`src/rtl/scan_decoder_if.sv`:
```
// scan_decoder_if: control/select inputs and registered decoder outputs of
// scan_decoder.
//   en   - enable; 0 forces all outputs low
//   mode - 0 = direct decode of sel, 1 = autonomous scan
//   sel  - select index, direct mode only (N bits)
//   D    - one-hot (or all-zero) output, 2^N bits
//   idx  - index of the currently/last lit output (N bits)
//   wrap - one-cycle pulse when the scan returns to index 0
// master drives en/mode/sel; slave (the decoder) drives D/idx/wrap.
interface scan_decoder_if #(
    parameter int unsigned N = 2
);
    logic              en;
    logic              mode;
    logic [N-1:0]      sel;
    logic [(1<<N)-1:0] D;
    logic [N-1:0]      idx;
    logic              wrap;

    modport master (
        output en, mode, sel,
        input  D, idx, wrap
    );

    modport slave (
        input  en, mode, sel,
        output D, idx, wrap
    );
endinterface

```
`src/rtl/scan_decoder.sv`:
```
// scan_decoder: registered N-to-2^N one-hot decoder. Direct mode decodes
// bus.sel; scan mode walks every output in turn, holding each for DIV cycles
// followed by BLANK all-zero cycles.
//   clk  - rising-edge clock
//   rst  - synchronous active-high reset
//   bus  - scan_decoder_if.slave: en/mode/sel in, D/idx/wrap out (all registered)
module scan_decoder #(
    parameter int unsigned N     = 2,
    parameter int unsigned DIV   = 4,
    parameter int unsigned BLANK = 1
) (
    input  logic           clk,
    input  logic           rst,
    scan_decoder_if.slave  bus
);

    localparam int unsigned OUT_W      = 1 << N;
    localparam int unsigned PRE_MAX    = (DIV > BLANK) ? DIV : BLANK;
    localparam int unsigned PRE_W      = (PRE_MAX > 1) ? $clog2(PRE_MAX) : 1;
    localparam int unsigned DIV_LAST   = DIV - 1;
    localparam int unsigned BLANK_LAST = (BLANK > 0) ? BLANK - 1 : 0;
    localparam bit          HAS_GAP    = (BLANK > 0);

    localparam logic [PRE_W-1:0] DIV_END   = PRE_W'(DIV_LAST);
    localparam logic [PRE_W-1:0] BLANK_END = PRE_W'(BLANK_LAST);

    typedef enum logic [1:0] {
        ST_IDLE,
        ST_DIRECT,
        ST_SHOW,
        ST_BLANK
    } state_e;

    state_e            state_q, state_d;
    logic [OUT_W-1:0]  d_q, d_d;
    logic [N-1:0]      idx_q, idx_d;
    logic              wrap_q, wrap_d;
    logic [PRE_W-1:0]  pre_q, pre_d;
    logic [N-1:0]      sidx_q, sidx_d;
    logic [N-1:0]      sidx_inc;
    logic              advance;

    // Next scan index wraps naturally modulo 2^N.
    assign sidx_inc = sidx_q + N'(1);

    // State and output registers.
    always_ff @(posedge clk) begin
        if (rst) begin
            state_q <= ST_IDLE;
            d_q     <= '0;
            idx_q   <= '0;
            wrap_q  <= 1'b0;
            pre_q   <= '0;
            sidx_q  <= '0;
        end else begin
            state_q <= state_d;
            d_q     <= d_d;
            idx_q   <= idx_d;
            wrap_q  <= wrap_d;
            pre_q   <= pre_d;
            sidx_q  <= sidx_d;
        end
    end

    // Next-state and next-output logic; en=0 dominates, then mode.
    always_comb begin
        state_d = state_q;
        d_d     = d_q;
        idx_d   = idx_q;
        wrap_d  = 1'b0;
        pre_d   = pre_q;
        sidx_d  = sidx_q;
        advance = 1'b0;

        if (!bus.en) begin
            state_d = ST_IDLE;
            d_d     = '0;
            pre_d   = '0;
        end else if (!bus.mode) begin
            state_d = ST_DIRECT;
            d_d     = OUT_W'(1) << bus.sel;
            idx_d   = bus.sel;
            pre_d   = '0;
        end else begin
            unique case (state_q)
                ST_SHOW: begin
                    if (pre_q != DIV_END) begin
                        pre_d = pre_q + PRE_W'(1);
                    end else if (HAS_GAP) begin
                        state_d = ST_BLANK;
                        d_d     = '0;
                        pre_d   = '0;
                    end else begin
                        advance = 1'b1;
                    end
                end
                ST_BLANK: begin
                    d_d = '0;
                    if (pre_q != BLANK_END) begin
                        pre_d = pre_q + PRE_W'(1);
                    end else begin
                        advance = 1'b1;
                    end
                end
                default: begin
                    // Entry from IDLE or DIRECT always restarts at index 0.
                    state_d = ST_SHOW;
                    sidx_d  = '0;
                    idx_d   = '0;
                    d_d     = OUT_W'(1);
                    pre_d   = '0;
                end
            endcase

            if (advance) begin
                state_d = ST_SHOW;
                sidx_d  = sidx_inc;
                idx_d   = sidx_inc;
                d_d     = OUT_W'(1) << sidx_inc;
                pre_d   = '0;
                wrap_d  = (sidx_inc == '0);
            end
        end
    end

    assign bus.D    = d_q;
    assign bus.idx  = idx_q;
    assign bus.wrap = wrap_q;

endmodule

```
`src/flat_wrapper.sv`:
```
// flat-port wrapper written by rule: the top's interface ports become plain ports
module scan_decoder_flat 
#(
    parameter int unsigned N     = 2,
    parameter int unsigned DIV   = 4,
    parameter int unsigned BLANK = 1
)
  (clk, rst, bus_en, bus_mode, bus_sel, bus_D, bus_idx, bus_wrap);
  scan_decoder_if #(.N(N)) bus_i ();
  input  logic clk;
  input  logic rst;
  input wire logic [$bits(bus_i.en)-1:0] bus_en;
  input wire logic [$bits(bus_i.mode)-1:0] bus_mode;
  input wire logic [$bits(bus_i.sel)-1:0] bus_sel;
  output wire logic [$bits(bus_i.D)-1:0] bus_D;
  output wire logic [$bits(bus_i.idx)-1:0] bus_idx;
  output wire logic [$bits(bus_i.wrap)-1:0] bus_wrap;
  assign bus_i.en = bus_en;
  assign bus_i.mode = bus_mode;
  assign bus_i.sel = bus_sel;
  assign bus_D = bus_i.D;
  assign bus_idx = bus_i.idx;
  assign bus_wrap = bus_i.wrap;
  scan_decoder #(.N(N), .DIV(DIV), .BLANK(BLANK)) u_core (.clk(clk), .rst(rst), .bus(bus_i));
endmodule
```
`config.mk`:
```
export PLATFORM = sky130hd
export DESIGN_NAME = scan_decoder_flat
export DESIGN_NICKNAME = d
export VERILOG_FILES = /design/src/rtl/scan_decoder_if.sv /design/src/rtl/scan_decoder.sv /design/src/flat_wrapper.sv
export SDC_FILE = /design/constraint.sdc
export NUM_CORES = 1
export LEC_CHECK = 0
export CAP_MARGIN = 20
export CORE_UTILIZATION = 48
export CTS_CLUSTER_DIAMETER = 30
export CTS_CLUSTER_SIZE = 20
export DETAILED_ROUTE_END_ITERATION = 10
export PLACE_DENSITY_LB_ADDON = 0.08
export RECOVER_POWER = 100
export SLEW_MARGIN = 5
export SYNTH_ARGS = -nofsm -noshare
export SYNTH_HDL_FRONTEND = slang
export SYNTH_SLANG_ARGS = --single-unit
```
`constraint.sdc`:
```
create_clock -name clk -period 1.85 [get_ports clk]
set_input_delay 0.37 -clock clk [delete_from_list [all_inputs] [get_ports clk]]
set_output_delay 0.37 -clock clk [all_outputs]
set_load 0.01 [all_outputs]
```
; ---- After elaboration in Yosys (flattened, before gate mapping)
; Cells that the tools add are included.
[classes]
n_mux = 18
n_reduce_logical = 11
add_sub_neg = 2
shift = 2
n_mul = 0
n_eq_ne = 10
bitwise_logic = 3
order_cmp = 0
div = 0
[ops]
columns = cell, n
row1 = $mux 2, 7
row2 = $mux 4, 3
row3 = $pmux 2 s2, 2
row4 = $pmux 4 s2, 1
row5 = $reduce_or 4->1, 2
row6 = $shl 1x2->4 const A, 2
row7 = $ne 2x1->1 const B, 3
row8 = $ne 3x2->1 const B, 2
row9 = $reduce_and 2->1, 3
row10 = $mux 1, 5
row11 = $add 2x1->2 const B, 2
row12 = $eq 2x2->1 const B, 2
row13 = $ne 4x4->1 const B, 1
row14 = $reduce_or 2->1, 2
row15 = $ne 3x3->1 const B, 1
row16 = $not 1->1, 3
row17 = $reduce_and 3->1, 1
row18 = $reduce_or 3->1, 1
row19 = $logic_not 2->1, 1
row20 = $ne 2x2->1 const B, 1
row21 = $reduce_bool 2->1, 1
[word_totals]
ram_bits = 0
n_memories = 0
mem_bits_ro = 0
regBits = 13
output_inout_bits = 7
latchBits = 0
in_bits = 6
wordCells = 53

; ---- Longest topological paths before layout
; Gate-level depths: netlist of run 1.
[depth]
word_depth = 7
ltp_mapped = 5
depth_no_buf = 5

; ---- Worst setup path after synthesis of run 1
; OpenSTA, ideal clock, no wires.
[synth_timing]
path_type = register to register
from = register u_core.pre_q[0]
to = register u_core.sidx_q[0]
synth_period_minus_slack_ns = 1.365
required_ns = 1.776
path_buffers = 0
stages_incl_launch_ff = 6
arrival_time_ns = 1.291
setup_slack_ns = 0.485
setup_time_ns = 0.074
path_cell_list = dfxtp_1 -> inv_1 -> ha_1 -> nand2_2 -> or4b_1 -> a31oi_1
[synth_between]
elab_chain_len = 7
elab_cells_between_ends = 8
classes_between = 1 x eq/ne / 5 x mux / 2 x reduce/logical
[synth_rtl]
columns = item, line
row1 = from (decl), scan_decoder.sv:38  ; logic [PRE_W-1:0] pre_q, pre_d;
row2 = from (signal assigned), scan_decoder.sv:60  ; pre_q <= pre_d;
row3 = $reduce_bool 2->1 *, scan_decoder.sv:99  ; if (pre_q != BLANK_END) begin
row4 = $mux 1 *, scan_decoder.sv:99
row5 = $mux 1 *, n/a
row6 = $mux 1 *, scan_decoder.sv:79  ; end else if (!bus.mode) begin
row7 = $mux 1 *, scan_decoder.sv:75  ; if (!bus.en) begin
row8 = $ne 2x1->1 (no line), n/a
row9 = $reduce_and 3->1 (no line), n/a
row10 = to (signal assigned), scan_decoder.sv:61  ; sidx_q <= sidx_d;
row11 = to (decl), scan_decoder.sv:39  ; logic [N-1:0] sidx_q, sidx_d;
; Every way passes the cells marked *; elsewhere a longest branch is shown, timed or not. The select of a mux whose other input is x is not followed.
; A chain may end at the register's enable or synchronous reset.

; ---- Worst setup path after layout of run 1
[layout_timing]
from = register u_core.d_q[1] (netlist: u_core.bus.D[1])
to = output bus_D[1]
[layout_rtl]
columns = item, line
row1 = from (decl), scan_decoder.sv:35  ; logic [OUT_W-1:0] d_q, d_d;
row2 = from (signal assigned), scan_decoder.sv:50  ; d_q <= '0;
row3 = from (signal assigned), scan_decoder.sv:57  ; d_q <= d_d;
row4 = to (decl), flat_wrapper.sv:15  ; output wire logic [$bits(bus_i.D)-1:0] bus_D;
; No word-level cell between the ends.

==> impl_metrics.json, run 1 <==
{
  "irDropWorstVdd_v": 0.000366,
  "regArea_um2": 260,
  "ys_seq_elements": 13,
  "critPathKind": "reg -> out",
  "finalSetupViolations": 0,
  "crit_family": "buffers and inverters",
  "synth_top_area_share_pct": 38.2,
  "synth-edff-count": 0,
  "start_util_pct": 51.7,
  "netlist_instances": 79,
  "synth_ff_type": "dfxtp_1",
  "yosysWarnings": 0,
  "syn_area_per_cell_um2": 8.62,
  "rows": 13,
  "drc": 0,
  "grt_pass1_wl_mm": 2.13,
  "hold_buffers": 0,
  "crit_path_max_incr_delay_ns": 0.60,
  "yosys.area.top_type": "dfxtp_1",
  "path_buf_inv": 1,
  "die_width_um": 39.7,
  "ys_seq_area_share_pct": 38.2,
  "clockBufferDepth": 2,
  "gp_congestion": 0.779,
  "finClkSkew_ns": 0.00203,
  "post-route-min-period_ns": 1.58,
  "dpl.hpwl_mm": 1.00,
  "grt_start_max_net_pins": 12,
  "synth_cell_type_count": 28,
  "layout-drive-gt1-share_pct": 8.25,
  "fin_util_pct": 64.9,
  "io_pins": 13,
  "clockRootBuffer": "clkbuf_4",
  "multiInputGateArea_um2": 365,
  "status": "finished clean",
  "setup_tns_ns": 0,
  "synth.cell_area_um2": 681,
  "cts_resized": 0,
  "timing.hold.ws_ns": 0.445,
  "slew_violations": 0,
  "htreeDepth": 1,
  "synthArstFlopShare_pct": 0,
  "track_usage_pct": 20.5,
  "fp.dieH_um": 39.7,
  "powerDensity_nw_per_um2": 628,
  "numPortBuffers": 12,
  "relSlewSlack_pct": 78.6,
  "die_area_um2": 1570,
  "vias": 583,
  "clock_latency_ns": 0.28,
  "grt_pass1_vias": 503,
  "rsz0062_at_grt": "false",
  "syn_to_final_growth_pct": 25.6,
  "syn_nets": 91,
  "final_hold_viol_count": 0,
  "wl_per_cell_um": 11.5,
  "fin_crit_sh_pct": 85.4,
  "synth_common_cells": "dfxtp_1 (13), inv_1 (11), nand2_1 (7), ha_1 (6), nand3_1 (5)",
  "antenna_cells": 0,
  "leakagePower_nw": 0.348,
  "post_cts_buffers": 0,
  "avgViaCountPerCell": 5.21,
  "cp.required_ns": 1.48,
  "antenna_found_initial": 0,
  "tightest_slew_ns": 0.313,
  "arrival_ns": 1.21,
  "cts_tree": "done",
  "wl_mm": 1.29,
  "crit_fanout": 2,
  "fin_nets": 110,
  "critPathSlowestCell": "dlygate4sd3_1",
  "hold_class": "reg -> reg",
  "drt_pass1_iterations": 4,
  "path_cells": "dlygate4sd3_1",
  "fill_cells": 127,
  "drt_iter0_markers": 7,
  "synth.most_common_cell": "dfxtp_1",
  "grt_remaining_overflow": 0,
  "fp.coreArea_um2": 1320,
  "maxCapViolations": 0,
  "critPathLaunchType": "register",
  "clock_sinks": 13,
  "synth.area.top_cells": "dfxtp_1 (38%), ha_1 (11%), inv_1 (6.1%)",
  "ant_nets": 0,
  "critPathCaptureType": "output pin",
  "cts_buffers": 3,
  "fmax_mhz": 633,
  "clk_pin_slew_ns": 0.08
}
## power by group
part           switching [mW]  internal (mW)
Clock                  0.0939         0.0837
Combinational          0.0312         0.0343
Sequential            0.00631          0.287
## layout by cell type (no fill, tap or decap), drive strengths merged, types with 2 or more instances in the layout
master	count
buf	2
nor2b	2
nand2	8
nand3	5
a221oi	3
a22oi	2
a31oi	2
inv	11
ha	6
clkdlybuf4s50	3
dlygate4sd3	9
nor3	2
o21ai	4
nor2	3
clkbuf	6
dfxtp	13
a21oi	3
## final timing paths
check	slack, ns	depth (start not counted)	startpoint	endpoint
max	0.27	1	u_core.bus.D[1]	bus_D[1]
min	0.44	2	u_core.bus.idx[0]	u_core.bus.idx[0]
max reg2reg	0.32	5	u_core.pre_q[0]	u_core.sidx_q[0]
min reg2reg	0.44	2	u_core.bus.idx[0]	u_core.bus.idx[0]
## per-layer routing
metal	vias up	share of wire, %	routed length [um]	track usage, %
met2	10	44	564	30.3
li1	315	-	-	-
met5	-	0	0	0
met4	0	2.2	28	10.3
met3	5	3.2	41	3.41
met1	253	51	658	28.2
## flip-flops by register name (all words and copies together), names as in the netlist
register and cells:
u_core.bus.D 4, u_core.bus.idx 2, u_core.bus.wrap 1, u_core.pre_q 2, u_core.sidx_q 2, u_core.state_q 2
## logic make-up (layout without fill, tap and decap cells)
group | count (synthesis) | in the layout | share of synthesized area, %
AOI/OAI and AO/OA | 19 | 19 | 19.3
adders and majority gates | 6 | 6 | 11.0
DFF | 13 | 13 | 38.2
buffers and inverters | 13 | 31 | 7.54
and+or+nand+nor | 28 | 28 | 23.9
## final cells by class
type                    count  area share [%]
inverters                  11            4.83
well taps                  15            2.20
clock buffers               4            3.07
flip-flops and latches     13            30.5
multi-input cells          53            42.8
repair buffers             16            16.7
## per-stage QoR
| stage | area [um^2] | worst slack [ns] | power, mW | instances |
|---|---|---|---|---|
| detailed placement | 840 | 0.126 | 0.371 | 108 |
| finish | 855 | 0.270 | 0.537 | 112 |
| CTS | 866 | 0.325 | 0.551 | 112 |
| global placement | 840 | 0.117 | 0.372 | 108 |
| global route | 855 | 0.178 | 0.562 | 112 |
| floorplan | 681 | 0.485 | 0.334 | 79 |
Note: power is estimated with default switching activity, not from simulation.
==> run 2: changes to the inputs <==
--- a/config.mk
+++ b/config.mk
@@ -6,7 +6,7 @@
 export NUM_CORES = 1
 export LEC_CHECK = 0
 export CAP_MARGIN = 20
-export CORE_UTILIZATION = 48
+export CORE_UTILIZATION = 40
 export CTS_CLUSTER_DIAMETER = 30
 export CTS_CLUSTER_SIZE = 20
 export DETAILED_ROUTE_END_ITERATION = 10
==> run 2 against run 1 <==
Cell count did not move. Non-clock buffer count fell by 1. Wire length rose by 3.8%. Combinational power rose by 0.8%. Count of clock-buffer cells in the layout did not move. Maximum frequency rose by 0.34%. Sequential share of layout area barely moved. Design area rose by 0.15%. Via count rose by 4.1%. Die area rose by 19%. Highest routed layer unchanged.
==> impl_metrics.json, run 2 (synthesized netlist as in run 1, its figures left out) <==
{
  "crit_fanout": 2,
  "regArea_um2": 260,
  "r2r_end": "u_core.sidx_q[0]",
  "rsz0062_at_grt": "false",
  "critical_path.endpoint": "bus_idx[1]",
  "tightest_slew_ns": 0.321,
  "irDropWorstVdd_v": 0.000478,
  "fp.dieH_um": 43.3,
  "hold_buffers": 0,
  "clock_sinks": 13,
  "drt_iter0_markers": 6,
  "reg2reg_depth": 5,
  "slew_violations": 0,
  "status": "finished clean",
  "fin_nets": 109,
  "post_cts_buffers": 0,
  "cp.depth": 1,
  "clockRootBuffer": "clkbuf_4",
  "drc": 0,
  "powerDensity_nw_per_um2": 626,
  "clock_latency_ns": 0.28,
  "layout-drive-gt1-share_pct": 9.38,
  "antenna_cells": 0,
  "fill_cells": 151,
  "start_util_pct": 44.2,
  "r2r_slack_ns": 0.31,
  "ant_nets": 0,
  "dpl.hpwl_mm": 1.05,
  "crit_path_max_incr_delay_ns": 0.60,
  "numPortBuffers": 12,
  "cts_tree": "done",
  "leakagePower_nw": 0.351,
  "grt_pass1_wl_mm": 2.35,
  "hold_class": "reg -> reg",
  "grt_remaining_overflow": 0,
  "critPathLaunchType": "register",
  "rows": 14,
  "gp_congestion": 0.783,
  "multiInputGateArea_um2": 365,
  "final_hold_viol_count": 0,
  "crit_family": "buffers and inverters",
  "vias": 607,
  "place_ws_ns": 0.110,
  "track_usage_pct": 17.2,
  "largest_reg_flops": 4,
  "finClkSkew_ns": 0.00561,
  "fin_crit_sh_pct": 85.1,
  "fp.coreArea_um2": 1540,
  "critPathCaptureType": "output pin",
  "layout_commonest_cell": "dfxtp_1",
  "arrival_ns": 1.20,
  "wl_mm": 1.34,
  "cts_resized": 0,
  "maxCapViolations": 0,
  "die_width_um": 43.3,
  "fmax_mhz": 635,
  "clk_pin_slew_ns": 0.08,
  "path_cells": "dlygate4sd3_1",
  "finalSetupViolations": 0,
  "r2r-start": "u_core.pre_q[0]",
  "layout_common_cells": "dfxtp_1 (13), inv_1 (11), dlygate4sd3_1 (9)",
  "htreeDepth": 1,
  "grt_start_max_net_pins": 12,
  "cts_buffers": 3,
  "relSlewSlack_pct": 78.1,
  "syn_to_final_growth_pct": 25.7,
  "die_area_um2": 1870,
  "antenna_found_initial": 0,
  "setup_tns_ns": 0,
  "avgViaCountPerCell": 5.42,
  "critPathSlowestCell": "dlygate4sd3_1",
  "critPathKind": "reg -> out",
  "grt_pass1_vias": 570,
  "clockBufferDepth": 2,
  "io_pins": 13,
  "path_buf_inv": 1,
  "drt_pass1_iterations": 4,
  "wl_per_cell_um": 12.0,
  "crit_start": "u_core.bus.idx[1]",
  "post-route-min-period_ns": 1.57,
  "fin_ws_ns": 0.275,
  "cp.required_ns": 1.48
}
## run 2: changes by cell type in the layout (fill, tap and decap cells not counted), sizes merged
cell    delta
clkbuf     -2
buf        +1
## run 2: per-stage QoR
stage	area (um^2)	hold slack (ns)	cells	power (mW)	utilization [%]
finish	856	0.447	112	0.536	55.5
global route	856	0.472	112	0.565	55.5
CTS	860	0.455	112	0.552	55.8
detailed placement	833	0.440	108	0.371	54.1
global placement	833	0.444	108	0.371	54.1
floorplan	681	0.428	79	0.334	-
## run 2: worst min path at each step
stage	slack, ns	end	startpoint	cells past startpoint
after global routing	0.47	u_core.bus.idx[0]	u_core.bus.idx[0]	2
after global placement	0.44	u_core.bus.idx[0]	u_core.bus.idx[0]	2
after floorplan	0.43	u_core.pre_q[0]	u_core.pre_q[0]	1
after detailed placement	0.44	u_core.bus.idx[0]	u_core.bus.idx[0]	2
after CTS	0.46	u_core.bus.idx[0]	u_core.bus.idx[0]	2
final	0.45	u_core.bus.idx[0]	u_core.bus.idx[0]	2
## run 2: tightest hold or removal path, delay by kind of cell (launching register included)
kind	cells	cell delay, ns
compound gates	1	0.05
flops	1	0.31
buf+inv	1	0.05
## run 2: layer usage
layer | track usage, % | vias to the layer above | part of all wire [%]
met5 | 0 | - | 0
met4 | 10.9 | 0 | 2.2
met3 | 4.26 | 4 | 4.2
met2 | 26.0 | 14 | 46
met1 | 21.5 | 269 | 47
li1 | - | 320 | -
## run 2: power by group
part	internal [mW]	total, mW	switching [mW]
Combinational	0.0348	0.0660	0.0312
Sequential	0.287	0.294	0.00642
Clock	0.0837	0.176	0.0922
Total	0.406	0.536	0.130
## run 2: final cells by class
| class | instances | area share, % |
|---|---|---|
| Sequential cell | 13 | 30.4 |
| Timing Repair Buffer | 15 | 16.7 |
| Clock buffer | 4 | 3.07 |
| Tap cell | 16 | 2.34 |
| Inverter | 11 | 4.82 |
| Multi-Input combinational cell | 53 | 42.7 |
==> run 3: changes to the inputs <==
--- a/config.mk
+++ b/config.mk
@@ -5,6 +5,7 @@
 export SDC_FILE = /design/constraint.sdc
 export NUM_CORES = 1
 export LEC_CHECK = 0
+export ABC_CLOCK_PERIOD_IN_PS = 2000
 export CAP_MARGIN = 20
 export CORE_UTILIZATION = 40
 export CTS_CLUSTER_DIAMETER = 30
==> constraint.sdc (replaced) <==
create_clock -name clk -period 2 [get_ports clk]
set_input_delay 0.4 -clock clk [delete_from_list [all_inputs] [get_ports clk]]
set_output_delay 0.4 -clock clk [all_outputs]
set_load 0.01 [all_outputs]
==> run 3 against run 2 <==
Total power down 7.7%. Critical endpoint is now u_core.pre_q[0]. Wire length rose by 6.9%. Sequential share of layout area up 0.27 points. Hold slack improved by 0.015 ns. Count of clock-buffer cells in the layout did not move. Highest routed layer unchanged. Via count increased by 0.66%. Setup slack worse by 0.039 ns.
==> impl_metrics.json, run 3 (synthesized netlist as in run 1, its figures left out) <==
{
  "layout_common_cells": "dfxtp_1 (13), inv_1 (11), dlygate4sd3_1 (9)",
  "layout_commonest_cell": "dfxtp_1",
  "ant_nets": 0,
  "wl_per_cell_um": 12.9,
  "fp.dieH_um": 43.3,
  "finClkSkew_ns": 0.0122,
  "die_area_um2": 1870,
  "tightest_slew_ns": 0.382,
  "post_cts_buffers": 0,
  "setup_tns_ns": 0,
  "rsz0062_at_grt": "false",
  "drt_pass1_iterations": 4,
  "numPortBuffers": 12,
  "critPathKind": "in -> reg",
  "status": "finished clean",
  "avgViaCountPerCell": 5.50,
  "track_usage_pct": 17.4,
  "crit_family": "buffers and inverters",
  "powerDensity_nw_per_um2": 583,
  "grt_start_max_net_pins": 12,
  "place_ws_ns": 0.147,
  "io_pins": 13,
  "path_cells": "dlygate4sd3_1, clkbuf_1, nand2_1, a2111oi_0",
  "clockRootBuffer": "clkbuf_4",
  "htreeDepth": 1,
  "die_width_um": 43.3,
  "post-route-min-period_ns": 1.76,
  "dpl.hpwl_mm": 1.10,
  "fp.coreArea_um2": 1540,
  "multiInputGateArea_um2": 369,
  "r2r-start": "u_core.pre_q[0]",
  "fin_util_pct": 55.0,
  "layout-drive-gt1-share_pct": 8.42,
  "cp.required_ns": 2.14,
  "hold_class": "reg -> reg",
  "crit_start": "bus_mode",
  "antenna_cells": 0,
  "placed_cells": 107,
  "regArea_um2": 260,
  "irDropWorstVdd_v": 0.000332,
  "drt_iter0_markers": 19,
  "leakagePower_nw": 0.346,
  "final_hold_viol_count": 0,
  "rows": 14,
  "crit_path_max_incr_delay_ns": 0.66,
  "power_uw": 495,
  "hold_buffers": 0,
  "placed_cell_area_um2": 826,
  "gp_congestion": 0.809,
  "fill_cells": 153,
  "fin_area_um2": 848,
  "fin_crit_sh_pct": 88.2,
  "final_cells": 111,
  "finalSetupViolations": 0,
  "clock_sinks": 13,
  "arrival_ns": 1.90,
  "timing.hold.ws_ns": 0.463,
  "grt_pass1_vias": 611,
  "worstHoldStart": "u_core.bus.idx[0]",
  "vias": 611,
  "cts_tree": "done",
  "cts_buffers": 3,
  "antenna_found_initial": 0,
  "syn_to_final_growth_pct": 24.6,
  "drc": 0,
  "clk_pin_slew_ns": 0.09,
  "relSlewSlack_pct": 73.9,
  "maxCapViolations": 0,
  "clock_latency_ns": 0.28,
  "slew_violations": 0,
  "fmax_mhz": 567,
  "path_buf_inv": 2,
  "fin_ws_ns": 0.237,
  "wl_mm": 1.44,
  "crit_fanout": 6,
  "fin_nets": 108,
  "grt_pass1_wl_mm": 2.46,
  "clockBufferDepth": 2,
  "cts_resized": 0,
  "grt_remaining_overflow": 0,
  "critPathCaptureType": "register",
  "start_util_pct": 44.2,
  "largest_reg_flops": 4,
  "critPathLaunchType": "input port",
  "critPathSlowestCell": "dlygate4sd3_1"
}
run 3: path summary, 6_finish.rpt:
path	endpoint	slack [ns]	depth (start not counted)
worst max-delay path	u_core.pre_q[0]	0.24	4
worst min-delay path	u_core.bus.idx[0]	0.46	2
worst max register to register	u_core.sidx_q[0]	0.50	5
worst min register to register	u_core.bus.idx[0]	0.46	2
run 3: final cells by class:
cell class / count / share of cell area [%]
Timing Repair Buffer: 14 / 15.5
Tap cell: 16 / 2.36
Clock buffer: 4 / 3.10
Inverter: 11 / 4.87
Multi-Input combinational cell: 53 / 43.5
Sequential cell: 13 / 30.7
run 3: report_power, final:
group | internal [mW] | switching, mW
combinational | 0.0301 | 0.0289
sequential | 0.266 | 0.00649
clock | 0.0772 | 0.0859
run 3: tightest hold or removal path: stages, from the launching register on:
cell	delay [ns]
dfxtp_1	0.31
inv_1	0.05
a211oi_1	0.06
run 3: layer usage:
metal | share of wire, % | GRT usage, % | routed length [um] | vias to the layer above
li1 | - | - | - | 314
met1 | 46 | 22.1 | 653 | 270
met2 | 47 | 27.8 | 679 | 25
met3 | 6.3 | 3.40 | 90 | 2
met4 | 0.77 | 8.48 | 11 | 0
met5 | 0 | 0 | 0 | -
